**src/rtl/rom_load_ctl.sv**
```systemverilog
// Cartridge ROM loader: captures the HPS download into the 32 KiB ROM RAM, derives the
// mirror mask from the image size, then holds the core in reset briefly before releasing it.
module rom_load_ctl (
    input  logic        clk,
    input  logic        reset_n,
    input  logic        ioctl_download,
    input  logic        ioctl_wr,
    input  logic [24:0] ioctl_addr,
    input  logic [7:0]  ioctl_dout,
    input  logic [14:0] cpu_a,
    output logic        mem_we,
    output logic [14:0] mem_a,
    output logic [7:0]  mem_d,
    output logic        core_reset,
    output logic [16:0] rom_size,
    output logic [14:0] rom_mask,
    output logic        load_done,
    output logic        overflow,
    output logic        empty
);

    localparam logic [2:0] ST_IDLE   = 3'd0;
    localparam logic [2:0] ST_LOAD   = 3'd1;
    localparam logic [2:0] ST_FINISH = 3'd2;
    localparam logic [2:0] ST_HOLD   = 3'd3;
    localparam logic [2:0] ST_RUN    = 3'd4;

    logic [2:0]  r_state;
    logic        r_dl_d;
    logic [3:0]  r_hold_cnt;
    logic [14:0] r_wr_a;

    logic        w_dl_rise;
    logic        w_dl_fall;
    logic        w_wr_valid;
    logic        w_addr_in_range;
    logic [16:0] w_wr_size;
    logic [16:0] w_size_m1;
    logic [16:0] w_s1;
    logic [16:0] w_s2;
    logic [16:0] w_s4;
    logic [16:0] w_s8;
    logic [14:0] w_mask;

    assign w_dl_rise       = ioctl_download & ~r_dl_d;
    assign w_dl_fall       = ~ioctl_download & r_dl_d;
    assign w_wr_valid      = ioctl_download & ioctl_wr;
    assign w_addr_in_range = (ioctl_addr[24:15] == 10'd0);
    assign w_wr_size       = {2'b00, ioctl_addr[14:0]} + 17'd1;

    // Smearing (size-1) rightwards yields (next power of two) - 1.
    assign w_size_m1 = rom_size - 17'd1;
    assign w_s1      = w_size_m1 | (w_size_m1 >> 1);
    assign w_s2      = w_s1 | (w_s1 >> 2);
    assign w_s4      = w_s2 | (w_s2 >> 4);
    assign w_s8      = w_s4 | (w_s4 >> 8);

    always_comb begin
        w_mask = 15'h7FFF;
        if (rom_size <= 17'd2048) begin
            w_mask = 15'h07FF;
        end else if (w_s8[16:15] == 2'b00) begin
            w_mask = w_s8[14:0];
        end
    end

    always_ff @(posedge clk or negedge reset_n) begin
        if (!reset_n) begin
            r_state    <= ST_IDLE;
            r_dl_d     <= 1'b0;
            r_hold_cnt <= 4'd0;
            r_wr_a     <= '0;
            mem_we     <= 1'b0;
            mem_d      <= '0;
            rom_size   <= '0;
            rom_mask   <= 15'h7FFF;
            load_done  <= 1'b0;
            overflow   <= 1'b0;
            empty      <= 1'b0;
        end else begin
            r_dl_d    <= ioctl_download;
            load_done <= 1'b0;
            mem_we    <= 1'b0;
            if (w_dl_rise) begin
                r_state    <= ST_LOAD;
                r_hold_cnt <= 4'd0;
                rom_size   <= '0;
                overflow   <= 1'b0;
                empty      <= 1'b0;
            end else begin
                case (r_state)
                    ST_LOAD: begin
                        if (w_dl_fall) begin
                            r_state <= ST_FINISH;
                        end else if (w_wr_valid) begin
                            if (w_addr_in_range) begin
                                mem_we <= 1'b1;
                                r_wr_a <= ioctl_addr[14:0];
                                mem_d  <= ioctl_dout;
                                if (w_wr_size > rom_size) begin
                                    rom_size <= w_wr_size;
                                end
                            end else begin
                                overflow <= 1'b1;
                            end
                        end
                    end
                    ST_FINISH: begin
                        if (rom_size == 17'd0) begin
                            empty    <= 1'b1;
                            rom_mask <= 15'h7FFF;
                            r_state  <= ST_IDLE;
                        end else begin
                            rom_mask   <= w_mask;
                            r_hold_cnt <= 4'd0;
                            r_state    <= ST_HOLD;
                        end
                    end
                    ST_HOLD: begin
                        r_hold_cnt <= r_hold_cnt + 4'd1;
                        if (r_hold_cnt == 4'hF) begin
                            r_state   <= ST_RUN;
                            load_done <= 1'b1;
                        end
                    end
                    default: begin
                    end
                endcase
            end
        end
    end

    // The registered write address owns the bus only in the cycle the write is presented.
    assign mem_a      = mem_we ? r_wr_a : (cpu_a & rom_mask);
    assign core_reset = (r_state != ST_RUN);

endmodule

```
**config.mk**
```make
export PLATFORM = sky130hd
export DESIGN_NAME = rom_load_ctl
export DESIGN_NICKNAME = d
export VERILOG_FILES = /design/src/rtl/rom_load_ctl.sv
export SDC_FILE = /design/constraint.sdc
export NUM_CORES = 1
export LEC_CHECK = 0
export BUFFER_PORTS_ARGS = -buffer_cell sky130_fd_sc_hd__clkbuf_2
export CELL_PAD_IN_SITES_DETAIL_PLACEMENT = 1
export CELL_PAD_IN_SITES_GLOBAL_PLACEMENT = 2
export CORE_ASPECT_RATIO = 1.5
export CORE_UTILIZATION = 28
export DETAILED_ROUTE_END_ITERATION = 12
export GPL_ROUTABILITY_DRIVEN = 0
export MAX_ROUTING_LAYER = met4
export PLACE_DENSITY = 0.79
export SLEW_MARGIN = 20
export SYNTH_ARGS = -nofsm -noshare
export SYNTH_HDL_FRONTEND = slang
export SYNTH_SLANG_ARGS = --single-unit
```
**constraint.sdc**
```tcl
create_clock -name clk -period 2.3 [get_ports clk]
set_input_delay 0 -clock clk [delete_from_list [all_inputs] [get_ports clk]]
set_output_delay 0 -clock clk [all_outputs]
set_load 0.005 [all_outputs]
```
==> qor.yml <==
cts:
  clk_pin_slew_ns: 0.06
  cts_tree: "done"
  cts_buffers: 9
  cts_root_buf: "clkbuf_16"
  clk_latency_ns: 0.34
  cts_sinks: 66
  ctsHtreeMaxLevel: 3
  cts_max_path_buffers: 2
logic_synthesis:
  synth_area_leaders: "dfrtp_1 33%, dfstp_2 10%, mux2_2 7.1%"
  synth_ff_type: "dfrtp_1"
  synth_edf_count: 0
  yosysTopAreaCell: "dfrtp_1"
  synthXorXnorAreaFrac_pct: 3.44
  synth_top_family_by_area: "simple AND/OR/NAND/NOR gates"
  syn_area_um2: 3820
  synth_common_cells: "51 x dfrtp_1, 50 x nand2_1, 33 x nor2_1, 32 x o21ai_0, 29 x inv_1"
  synthCells: 411
  syn-num-nets: 484
  synth_top_area_share_pct: 33.4
  ys_seq_area_share_pct: 43.7
  synthArstFlopShare_pct: 100
  yosys.area_share.simple_pct: 19.3
  synth-compound-area-share_pct: 14.6
  postSynthAreaPerCell_um2: 9.30
  synth_cell_types: 51
  synth_most_common_cell: "dfrtp_1"
  synth.mux.area_fraction_pct: 7.33
  synth_fa_ha_area_share_pct: 6.87
  ys_warn_count: 0
  yosys_register_bits: 66
pwr:
  p_leak_nw: 2.83
  switchingPower_mw: 1.11
  seqPwrFrac_pct: 35.5
  clock_power_share_pct: 39.9
  power_switching_share_pct: 29.2
  p_comb_share_pct: 24.7
  vdd_drop_max_mv: 0.530
  powerDensity_nw_per_um2: 640
  intPower_mw: 2.68
setup_path:
  crit_type: "primary input to register"
  slowest_delay_ns: 0.27
  cp_slowest_cell: "ha_4"
  worstPathRequired_ns: 2.52
  worstPathArrival_ns: 2.47
  path_cells: "buf_6 > nand4_1 > nor3_4 > and3_4 > xnor2_4 > inv_2 > ha_4 > nand4_1 > a211oi_2 > o21bai_1 > and3_1 > buf_6 > o31a_1 > a22o_1"
  crit_path_start_kind: "primary input"
  worst-path-buf-inv: 3
  critPathTopFamily: "simple AND/OR/NAND/NOR gates"
  crit_fanout: 8
  worstSetupEndpointType: "register"
status:
  status: "complete, but fails checks"
  violations: "hold timing"
placement:
  port_buffers: 110
  hpwl_mm: 9.97
timing:
  finClkSkew_ns: 0.00583
  final_max_slew_viol_count: 0
  min_period_over_period_pct: 98.0
  tns_ns: 0
  tightest_slew_ns: 0.741
  setup_viol: 0
  holdWs_ns: -0.00187
  rsz0062_at_grt: "true"
  fin_crit_ns: 2.25
  fmax_mhz: 444
  slew-limit-headroom_pct: 50.6
  hold_violations: 1
detailed_routing:
  detail-route-antenna-nets: 0
  vias_per_cell: 5.03
  drc: 0
  wirelength_mm: 13.1
  drt_iter0_markers: 73
  vias: 3855
  wl_per_cell_um: 17.0
  dr.pass1.iters: 4
finish:
  syn_to_final_growth_pct: 54.6
  multi_input_area_um2: 2280
  fillers: 1528
  drive_above_1_share_pct: 48.1
  n_antenna_cell: 0
  seqCellArea_um2: 1670
  fin_nets: 675
grt:
  grt.total_usage_pct: 19.0
  grt_pass1_wl_mm: 20.7
  grt_max_degree: 37
  met2_usage_pct: 35.5
  grtUsageMet3_pct: 3.08
  gr-total-overflow: 0
  grtUsageMet1_pct: 20.0
  grt-busiest-layer: "met2"
  antenna_found_initial: 0
  grt_pass1_vias: 4174
flow_run:
  timing.max_cap.violations: 0
die:
  die_w_um: 97.4
  io_pins: 112
  die_y_um: 145
  dieArea_um2: 14100
  initial_core_util_pct: 29.1
  core_um2: 13100
  rows: 51
hold_path:
  hold_class: "primary input to register"
worst register-to-register path, delay by kind of cell, from the launching register on:
family	cells	cell delay [ns]
simple gates	2	0.78
fa+ha+maj	1	0.21
compound gates	3	0.70
flops	1	0.38
layout by cell type (no fill, tap or decap), drive strengths merged, types with 2 or more instances in the layout:
| cell type | n |
|---|---|
| nor3 | 8 |
| buf | 79 |
| clkinv | 4 |
| xor2 | 5 |
| dlygate4sd3 | 15 |
| a21oi | 10 |
| nand4 | 9 |
| a21o | 2 |
| nand2 | 51 |
| bufinv | 2 |
| o31ai | 8 |
| or2 | 11 |
| inv | 29 |
| xnor2 | 10 |
| o211ai | 3 |
| a22oi | 2 |
| o21ai | 33 |
| a22o | 3 |
| ha | 21 |
| a31oi | 4 |
| nand2b | 3 |
| o22ai | 7 |
| dfrtp | 51 |
| and3 | 9 |
| nor2 | 33 |
| nor2b | 2 |
| clkbuf | 110 |
| or4 | 2 |
| o32ai | 2 |
| dfstp | 15 |
| nor4 | 6 |
| nor3b | 4 |
| and2 | 2 |
| nand3 | 11 |
| a211oi | 2 |
| o21bai | 3 |
| mux2 | 24 |
state kept, by name, summed over array words and instances, names as in the netlist, 3 cells and up:
| name | count |
|---|---|
| rom_mask | 15 |
| r_hold_cnt | 4 |
| mem_d | 8 |
| r_wr_a | 15 |
| rom_size | 16 |
| r_state | 3 |
what timing repair did:
item,4_1_cts,5_1_grt
gates resized for setup,11,61
setup buffers,1,3
setup endpoints to repair,15,22
pin swaps,4,27
endpoints found under the hold margin,33,1
hold buffers,14,1
cell families after synthesis:
family | after synthesis
buffers and inverters | 44
adders and majority gates | 21
other | 1
and+or+nand+nor | 153
xor gates and xnor gates | 15
muxes | 25
DFF | 66
AOI/OAI and AO/OA | 86
per-layer routing:
layer | up-vias | wire, um | share of wire, %
met5 | - | 0 | 0
met2 | 82 | 7400 | 57
met1 | 1918 | 4970 | 38
met4 | 0 | 180 | 1.4
li1 | 1839 | - | -
met3 | 16 | 506 | 3.9
path summary, 6_finish.rpt:
kind / start / endpoint / slack [ns] / cells past startpoint
min in group asynchronous: reset_n / mem_d[0] / 0.26 / 2
hold reg to reg: rom_mask[12] / rom_mask[12] / 0.48 / 2
setup reg to reg: r_dl_d / rom_size[5] / 0.10 / 6
max in group asynchronous: reset_n / rom_mask[12] / 1.32 / 3
setup / recovery: ioctl_addr[7] / rom_size[3] / 0.05 / 14
hold / removal: ioctl_addr[8] / r_wr_a[8] / -0.002 / 3
power groups by stage:
| stage | Clock (mW) | Combinational [mW] | Sequential (mW) |
|---|---|---|---|
| 3_5_place_dp | 0 | 0.861 | 1.37 |
| 2_1_floorplan | 0 | 0.427 | 1.36 |
| 5_1_grt | 1.58 | 1.03 | 1.36 |
| 4_1_cts | 1.53 | 0.895 | 1.35 |
| 3_3_place_gp | 0 | 0.834 | 1.36 |
| 6_report | 1.51 | 0.934 | 1.34 |
through the flow:
step	util [%]	worst slack (ns)	power, mW	instances	cell area (um^2)
final	45.0	0.0458	3.79	766	5910
after global routing	45.0	-0.0534	3.97	766	5910
after floorplan	-	-0.138	1.79	411	3860
after global placement	38.5	-0.277	2.20	731	5060
after detailed placement	38.5	-0.426	2.23	731	5060
after CTS	42.6	-0.00754	3.78	762	5600
cell type report:
class	count	share of cell area, %
inverter	30	1.90
sequential	66	28.3
clock buffer	10	4.04
multi-input combinational	301	38.5
tap	159	3.37
clock inverter	6	1.52
timing repair buffer	194	22.3
Power figures use the tool's default switching activity.
